**src/rtl/constants_pkg.sv**
```systemverilog
// Shared constants and types for the instruction-fetch path.
// ICLLEN sets the cache line width; ICACHE_OFF_W is the byte-offset width of one line.
package constants_pkg;

   localparam int ICLLEN       = 128;
   localparam int ICACHE_OFF_W = $clog2(ICLLEN / 8);

   typedef enum logic {
      IDLE   = 1'b0,
      REFILL = 1'b1
   } icache_state_t;

endpackage

```
**src/rtl/icache_fetch_if.sv**
```systemverilog
// instruction_bus: line-load channel between the instruction cache (consumer)
// and main memory (producer). ldData is valid only while ldr is high.
interface instruction_bus
   import constants_pkg::*;
#(
   parameter int ADDR_W = 32
) ();

   logic              ldp;
   logic [ADDR_W-1:0] ldAddr;
   logic              ldr;
   logic [ICLLEN-1:0] ldData;

   modport consumer (
      output ldp,
      output ldAddr,
      input  ldr,
      input  ldData
   );

   modport producer (
      input  ldp,
      input  ldAddr,
      output ldr,
      output ldData
   );

endinterface

```
**src/rtl/icache_tag_array.sv**
```systemverilog
// Tag and valid storage for a direct-mapped instruction cache.
// Combinational lookup, one write port, and a flush that clears every valid bit.
module icache_tag_array #(
   parameter int NUM_LINES = 4,
   parameter int TAG_W     = 26
) (
   input  logic                         clk,
   input  logic                         rst,
   input  logic [$clog2(NUM_LINES)-1:0] lookup_idx,
   input  logic [TAG_W-1:0]             lookup_tag,
   output logic                         lookup_hit,
   input  logic                         wr_en,
   input  logic [$clog2(NUM_LINES)-1:0] wr_idx,
   input  logic [TAG_W-1:0]             wr_tag,
   input  logic                         wr_valid,
   input  logic                         flush
);

   logic [NUM_LINES-1:0] valid_q;
   logic [TAG_W-1:0]     tag_q [NUM_LINES];

   // NOTE: sequential state uses non-blocking assignments so every register
   // samples pre-edge values regardless of process evaluation order.
   always_ff @(posedge clk) begin
      if (rst) begin
         valid_q <= '0;
      end else begin
         if (wr_en) valid_q[wr_idx] <= wr_valid;
         // Flush is applied last so it overrides a fill landing on the same edge.
         if (flush) valid_q <= '0;
      end
   end

   // NOTE: tag storage has no reset; the valid bits alone make stale tags harmless,
   // and leaving memories unreset lets them map onto plain RAM.
   always_ff @(posedge clk) begin
      if (wr_en) tag_q[wr_idx] <= wr_tag;
   end

   assign lookup_hit = valid_q[lookup_idx] && (tag_q[lookup_idx] == lookup_tag);

endmodule

```
**src/rtl/icache_fetch.sv**
```systemverilog
// Direct-mapped instruction cache: same-cycle hits, single-line refill over instruction_bus.
// Optional hit/miss counters are enabled by defining ICACHE_STATS_EN.
module icache_fetch
   import constants_pkg::*;
#(
   parameter int NUM_LINES = 4,
   parameter int ADDR_W    = 32
) (
   input  logic              clk,
   input  logic              rst,
   input  logic              f_req,
   input  logic [ADDR_W-1:0] f_pc,
   input  logic              f_flush,
   output logic              f_valid,
   output logic [31:0]       f_instr,
   output logic              f_stall,
`ifdef ICACHE_STATS_EN
   output logic [31:0]       hit_count,
   output logic [31:0]       miss_count,
`endif
   instruction_bus.consumer  bus
);

   localparam int IDX_W = $clog2(NUM_LINES);
   localparam int TAG_W = ADDR_W - ICACHE_OFF_W - IDX_W;
   localparam int SEL_W = ICACHE_OFF_W - 2;

   icache_state_t     state_q, state_d;
   logic              ldp_q, ldp_d;
   logic [ADDR_W-1:0] addr_q, addr_d;
   logic              discard_q, discard_d;
   logic              fill_en;
   logic              tag_hit;
   logic              hit;

   logic [IDX_W-1:0]  pc_idx;
   logic [TAG_W-1:0]  pc_tag;
   logic [SEL_W-1:0]  pc_sel;
   logic [IDX_W-1:0]  fill_idx;
   logic [TAG_W-1:0]  fill_tag;

   logic [ICLLEN-1:0] data_q [NUM_LINES];
   logic [ICLLEN-1:0] line_rd;

   assign pc_idx   = f_pc[ICACHE_OFF_W +: IDX_W];
   assign pc_tag   = f_pc[ADDR_W-1 -: TAG_W];
   assign pc_sel   = f_pc[ICACHE_OFF_W-1:2];
   // The fill target comes from the latched line address, since f_pc may move if f_req drops.
   assign fill_idx = addr_q[ICACHE_OFF_W +: IDX_W];
   assign fill_tag = addr_q[ADDR_W-1 -: TAG_W];

   icache_tag_array #(
      .NUM_LINES (NUM_LINES),
      .TAG_W     (TAG_W)
   ) u_tags (
      .clk        (clk),
      .rst        (rst),
      .lookup_idx (pc_idx),
      .lookup_tag (pc_tag),
      .lookup_hit (tag_hit),
      .wr_en      (fill_en),
      .wr_idx     (fill_idx),
      .wr_tag     (fill_tag),
      .wr_valid   (~discard_q),
      .flush      (f_flush)
   );

   always_ff @(posedge clk) begin
      if (fill_en) data_q[fill_idx] <= bus.ldData;
   end

   assign hit     = f_req && (state_q == IDLE) && tag_hit;
   assign line_rd = data_q[pc_idx];
   assign f_valid = hit;
   assign f_instr = hit ? line_rd[32*pc_sel +: 32] : 32'd0;
   assign f_stall = f_req && !hit;

   // NOTE: every output of this block is given a default first, so no path
   // leaves a signal unassigned and no latch is inferred.
   always_comb begin
      state_d   = state_q;
      ldp_d     = ldp_q;
      addr_d    = addr_q;
      discard_d = discard_q;
      fill_en   = 1'b0;
      unique case (state_q)
         IDLE: begin
            if (f_req && !tag_hit) begin
               state_d = REFILL;
               ldp_d   = 1'b1;
               addr_d  = {f_pc[ADDR_W-1:ICACHE_OFF_W], {ICACHE_OFF_W{1'b0}}};
            end
         end
         REFILL: begin
            if (bus.ldr) begin
               fill_en   = 1'b1;
               ldp_d     = 1'b0;
               discard_d = 1'b0;
               state_d   = IDLE;
            end else if (f_flush) begin
               discard_d = 1'b1;
            end
         end
         default: state_d = IDLE;
      endcase
   end

   always_ff @(posedge clk) begin
      if (rst) begin
         state_q   <= IDLE;
         ldp_q     <= 1'b0;
         addr_q    <= '0;
         discard_q <= 1'b0;
      end else begin
         state_q   <= state_d;
         ldp_q     <= ldp_d;
         addr_q    <= addr_d;
         discard_q <= discard_d;
      end
   end

   assign bus.ldp    = ldp_q;
   assign bus.ldAddr = addr_q;

`ifdef ICACHE_STATS_EN
   logic miss_start;
   assign miss_start = (state_q == IDLE) && (state_d == REFILL);

   // Saturating counters; flush does not touch them.
   always_ff @(posedge clk) begin
      if (rst) begin
         hit_count  <= '0;
         miss_count <= '0;
      end else begin
         if (f_valid && (hit_count != 32'hFFFF_FFFF))     hit_count  <= hit_count + 32'd1;
         if (miss_start && (miss_count != 32'hFFFF_FFFF)) miss_count <= miss_count + 32'd1;
      end
   end
`endif

endmodule

```
**src/flat_wrapper.sv**
```systemverilog
// flat-port wrapper written by rule: the top's interface ports become plain ports
module icache_fetch_flat import constants_pkg::*;
#(
   parameter int NUM_LINES = 4,
   parameter int ADDR_W    = 32
)
  (clk, rst, f_req, f_pc, f_flush, f_valid, f_instr, f_stall, bus_ldp, bus_ldAddr, bus_ldr, bus_ldData);
  instruction_bus #(.ADDR_W(ADDR_W)) bus_i ();
  input  logic clk;
  input  logic rst;
  input  logic f_req;
  input  logic [ADDR_W-1:0] f_pc;
  input  logic f_flush;
  output logic f_valid;
  output logic [31:0] f_instr;
  output logic f_stall;
  output wire logic [$bits(bus_i.ldp)-1:0] bus_ldp;
  output wire logic [$bits(bus_i.ldAddr)-1:0] bus_ldAddr;
  input wire logic [$bits(bus_i.ldr)-1:0] bus_ldr;
  input wire logic [$bits(bus_i.ldData)-1:0] bus_ldData;
  assign bus_ldp = bus_i.ldp;
  assign bus_ldAddr = bus_i.ldAddr;
  assign bus_i.ldr = bus_ldr;
  assign bus_i.ldData = bus_ldData;
  icache_fetch #(.NUM_LINES(NUM_LINES), .ADDR_W(ADDR_W)) u_core (.clk(clk), .rst(rst), .f_req(f_req), .f_pc(f_pc), .f_flush(f_flush), .f_valid(f_valid), .f_instr(f_instr), .f_stall(f_stall), .bus(bus_i));
endmodule
```
**config.mk**
```make
export PLATFORM = sky130hd
export DESIGN_NAME = icache_fetch_flat
export DESIGN_NICKNAME = d
export VERILOG_FILES = /design/src/rtl/constants_pkg.sv /design/src/rtl/icache_fetch_if.sv /design/src/rtl/icache_tag_array.sv /design/src/rtl/icache_fetch.sv /design/src/flat_wrapper.sv
export SDC_FILE = /design/constraint.sdc
export NUM_CORES = 1
export LEC_CHECK = 0
export ABC_AREA = 1
export BUFFER_PORTS_ARGS = -buffer_cell sky130_fd_sc_hd__buf_2
export CAP_MARGIN = 20
export CORE_MARGIN = 2
export CORE_UTILIZATION = 40
export DETAILED_ROUTE_END_ITERATION = 7
export SYNTH_ARGS = -nofsm -noshare
export SYNTH_HDL_FRONTEND = slang
export SYNTH_SLANG_ARGS = --single-unit
export TNS_END_PERCENT = 10
```
**constraint.sdc**
```tcl
create_clock -name clk -period 17.6 [get_ports clk]
set_input_delay 1.76 -clock clk [delete_from_list [all_inputs] [get_ports clk]]
set_output_delay 1.76 -clock clk [all_outputs]
set_load 0.02 [all_outputs]
```
==> qor.csv <==
stage,metric,value,unit
placement,place.port_buffers,225,
cts,cts_buffers,70,
timing,post-route-period-util,0.433,
cts,cts_resized,0,
cells_and_area,syn2layout_area_growth,15.7,%
timing,final-hold-violation-count,0,
grt,grt.overflow.total,0,
worst_hold_path,min_path_type,reg2reg,
grt,antenna_found_initial,26,
synth,synthAdderAreaFrac,0,
timing,holdWs,492,ps
timing,grt_setup_unrepaired,no,
drt,via_per_inst,5.28,
critical_path,cp-end-kind,output port,
timing,max_freq,131,MHz
floorplan,die_h,260,um
drt,routed_wl,68.9,mm
drt,wl_per_cell,20.9,um
floorplan,rows,93,
critical_path,crit_required,15840,ps
critical_path,cp_num_cells,10,
timing,finalSetupViolCount,0,
critical_path,start_kind,input pin,
drt,drtPass1Iterations,5,
floorplan,die_w,260,um
timing,finalMaxSlewViolations,0,
cells_and_area,drive_above_1_share,0.155,
critical_path,critical_path_class,in2out,
synth,synth_simple_gate_area_frac,0.147,
synth,yosys_warnings,0,
cts,clk_latency,600,ps
critical_path,crit_fanout,127,
pwr,ir_worst_vdd,0.0736,mV
drt,vias,17389,
drt,ant_nets,0,
status,outcome,completed,
grt,grt_use_total,0.200,
cts,cts.hold.buffers_added,0,
synth,postSynth.asyncResetShare,0,
synth,synth_edf_count,616,
placement,gp_congestion,0.831,
pwr,power,3.41,mW
floorplan,start_util,0.405,
critical_path,reg2reg_depth,4,
critical_path,cp_slowest_cell,buf_4,
critical_path,crit_chain,buf_8 > inv_8 > buf_4 > buf_4 > nand2_1 > a32o_1 > o21ai_0 > a21oi_1 > nor3_1 > buf_2,
synth,syn_area_per_cell,12.0,um^2
timing,skew,24.6,ps
timing,period_minus_slack,7620,ps
synth,mappedNetlistArea,26200,um^2
timing,maxSlewHeadroom,0.321,
critical_path,cp.arrival,5860,ps
synth,seq_area_frac_synth,0.734,
drt,drcViolationCount,0,
run,drv_cap,0,
timing,worstMarginPinSlew,1020,ps
synth,synth_flop_cell,edfxtp_1,
floorplan,ios,232,
placement,dp_hpwl,38.8,mm
cts,clk_pin_slew,60,ps
synth,synth_top_family_by_area,simple AND/OR/NAND/NOR gates,
worst_hold_path,min_path_cells,2,
cts,cts_tree,done,
pwr,leakage,11.0,nW
synth,ys_ff_latch,651,
timing,fin_tns_setup,0,ps
critical_path,timing.critical_path.buf_inv,5,
drt,first_iter_violations,1542,
floorplan,die_area,67500,um^2
floorplan,core_area,64600,um^2
grt,first_global_vias,16712,
cts,post-cts-setup-buffer-count,0,
cts,cts_sinks,651,
synth,syn_inst,2182,
critical_path,crit_family,buffers and inverters,
grt,grt_max_degree,128,
cells_and_area,nNetsFinal,2532,
synth,synth_mux_area_frac,0,
cts,cts_htree_levels,3,
cts,root_buffer,clkbuf_16,
pwr,cellPowerDensity,113,nW/um^2
synth,synth-xor-area-share,0,
grt,grt_pass1_wl,102,mm
synth,ys_types,28,
critical_path,critPathMaxStageDelay,820,ps
critical_path,crit_top_cell,buf_4,
synth,synth_compound_area_frac,0.0869,
cts,cts_max_path_buffers,3,
kinds of logic (layout without fill, tap and decap cells):
| group | after synthesis | in the layout |
|---|---|---|
| compound gates | 408 | 408 |
| buf+inv | 187 | 422 |
| flops | 651 | 651 |
| other cells | 1 | 20 |
| simple gates | 935 | 935 |
registers in the layout (all words and copies together), names as in the netlist:
signal                 flops
u_core.bus.ldp             1
u_core.bus.ldAddr         28
u_core.discard_q           1
u_core.u_tags.valid_q      4
u_core.state_q             1
u_core.data_q            512
u_core.u_tags.tag_q      104
power breakdown:
part	leakage [nW]	internal (mW)	switching, mW
clock	1.11	0.867	0.587
combinational	4.00	0.0642	0.155
sequential	5.90	1.73	0.0121
area by class of cell:
class | count | area (um^2)
fillers | 5725 | 34300
flip-flops and latches | 651 | 19200
multi-input cells | 1347 | 6170
clock buffers | 94 | 1950
repair buffers | 251 | 1350
well taps | 855 | 1070
clock inverters | 31 | 329
inverters | 46 | 183
diodes | 16 | 40.0
layer usage:
layer | GRT usage | routed length [um] | up-vias
met5 | 0 | 126 | -
met2 | 0.320 | 33200 | 551
li1 | - | - | 8199
met1 | 0.265 | 29100 | 8507
met3 | 0.0475 | 4750 | 112
met4 | 0.0765 | 1680 | 20
path summary, 6_finish.rpt:
| check | startpoint | to | slack (ps) |
|---|---|---|---|
| max | f_pc[4] | f_instr[3] | 9980 |
| max reg2reg | u_core.state_q$_SDFF_PP0_ | u_core.data_q[0][35]$_DFFE_PP_ | 14720 |
| min | u_core.u_tags.valid_q[3]$_SDFFE_PP0P_ | u_core.u_tags.valid_q[3]$_SDFFE_PP0P_ | 490 |
| min reg2reg | u_core.u_tags.valid_q[3]$_SDFFE_PP0P_ | u_core.u_tags.valid_q[3]$_SDFFE_PP0P_ | 490 |
cells in the final DEF (no fill, tap or decap), types with 35 or more instances in the layout:
cell / n
o22ai_1: 112
clkbuf_16: 74
o21ai_0: 242
buf_2: 223
inv_1: 42
dfxtp_1: 35
edfxtp_1: 616
nor2_1: 328
nand2_1: 415
nand3_1: 147
tightest hold or removal path, stage by stage (launching register included):
cell and delay [ps]:
dfxtp_1 310, nor2_1 90, a211oi_1 40
cells in the mapped netlist (all sizes together), types with 16 or more instances:
library cell	number	area, um^2
buf	54	332
a21oi	33	165
edfxtp	616	18500
dfxtp	35	701
nand2	417	1580
nor2	332	1250
a32o	16	160
clkbuf	87	327
nand3	147	736
nor3	20	170
o21ai	243	1220
and3	16	100
o22ai	112	701
inv	46	175
metrics by stage:
stage,utilization,setup slack (ps),instances,instance area (um^2)
floorplan,-,4360,2185,26200
global placement,0.433,10140,3150,28000
detailed placement,0.433,10000,3150,28000
CTS,0.468,10000,3275,30200
global route,0.469,9720,3283,30300
finish,0.469,9980,3291,30300
(Power assumes the default switching activity.)
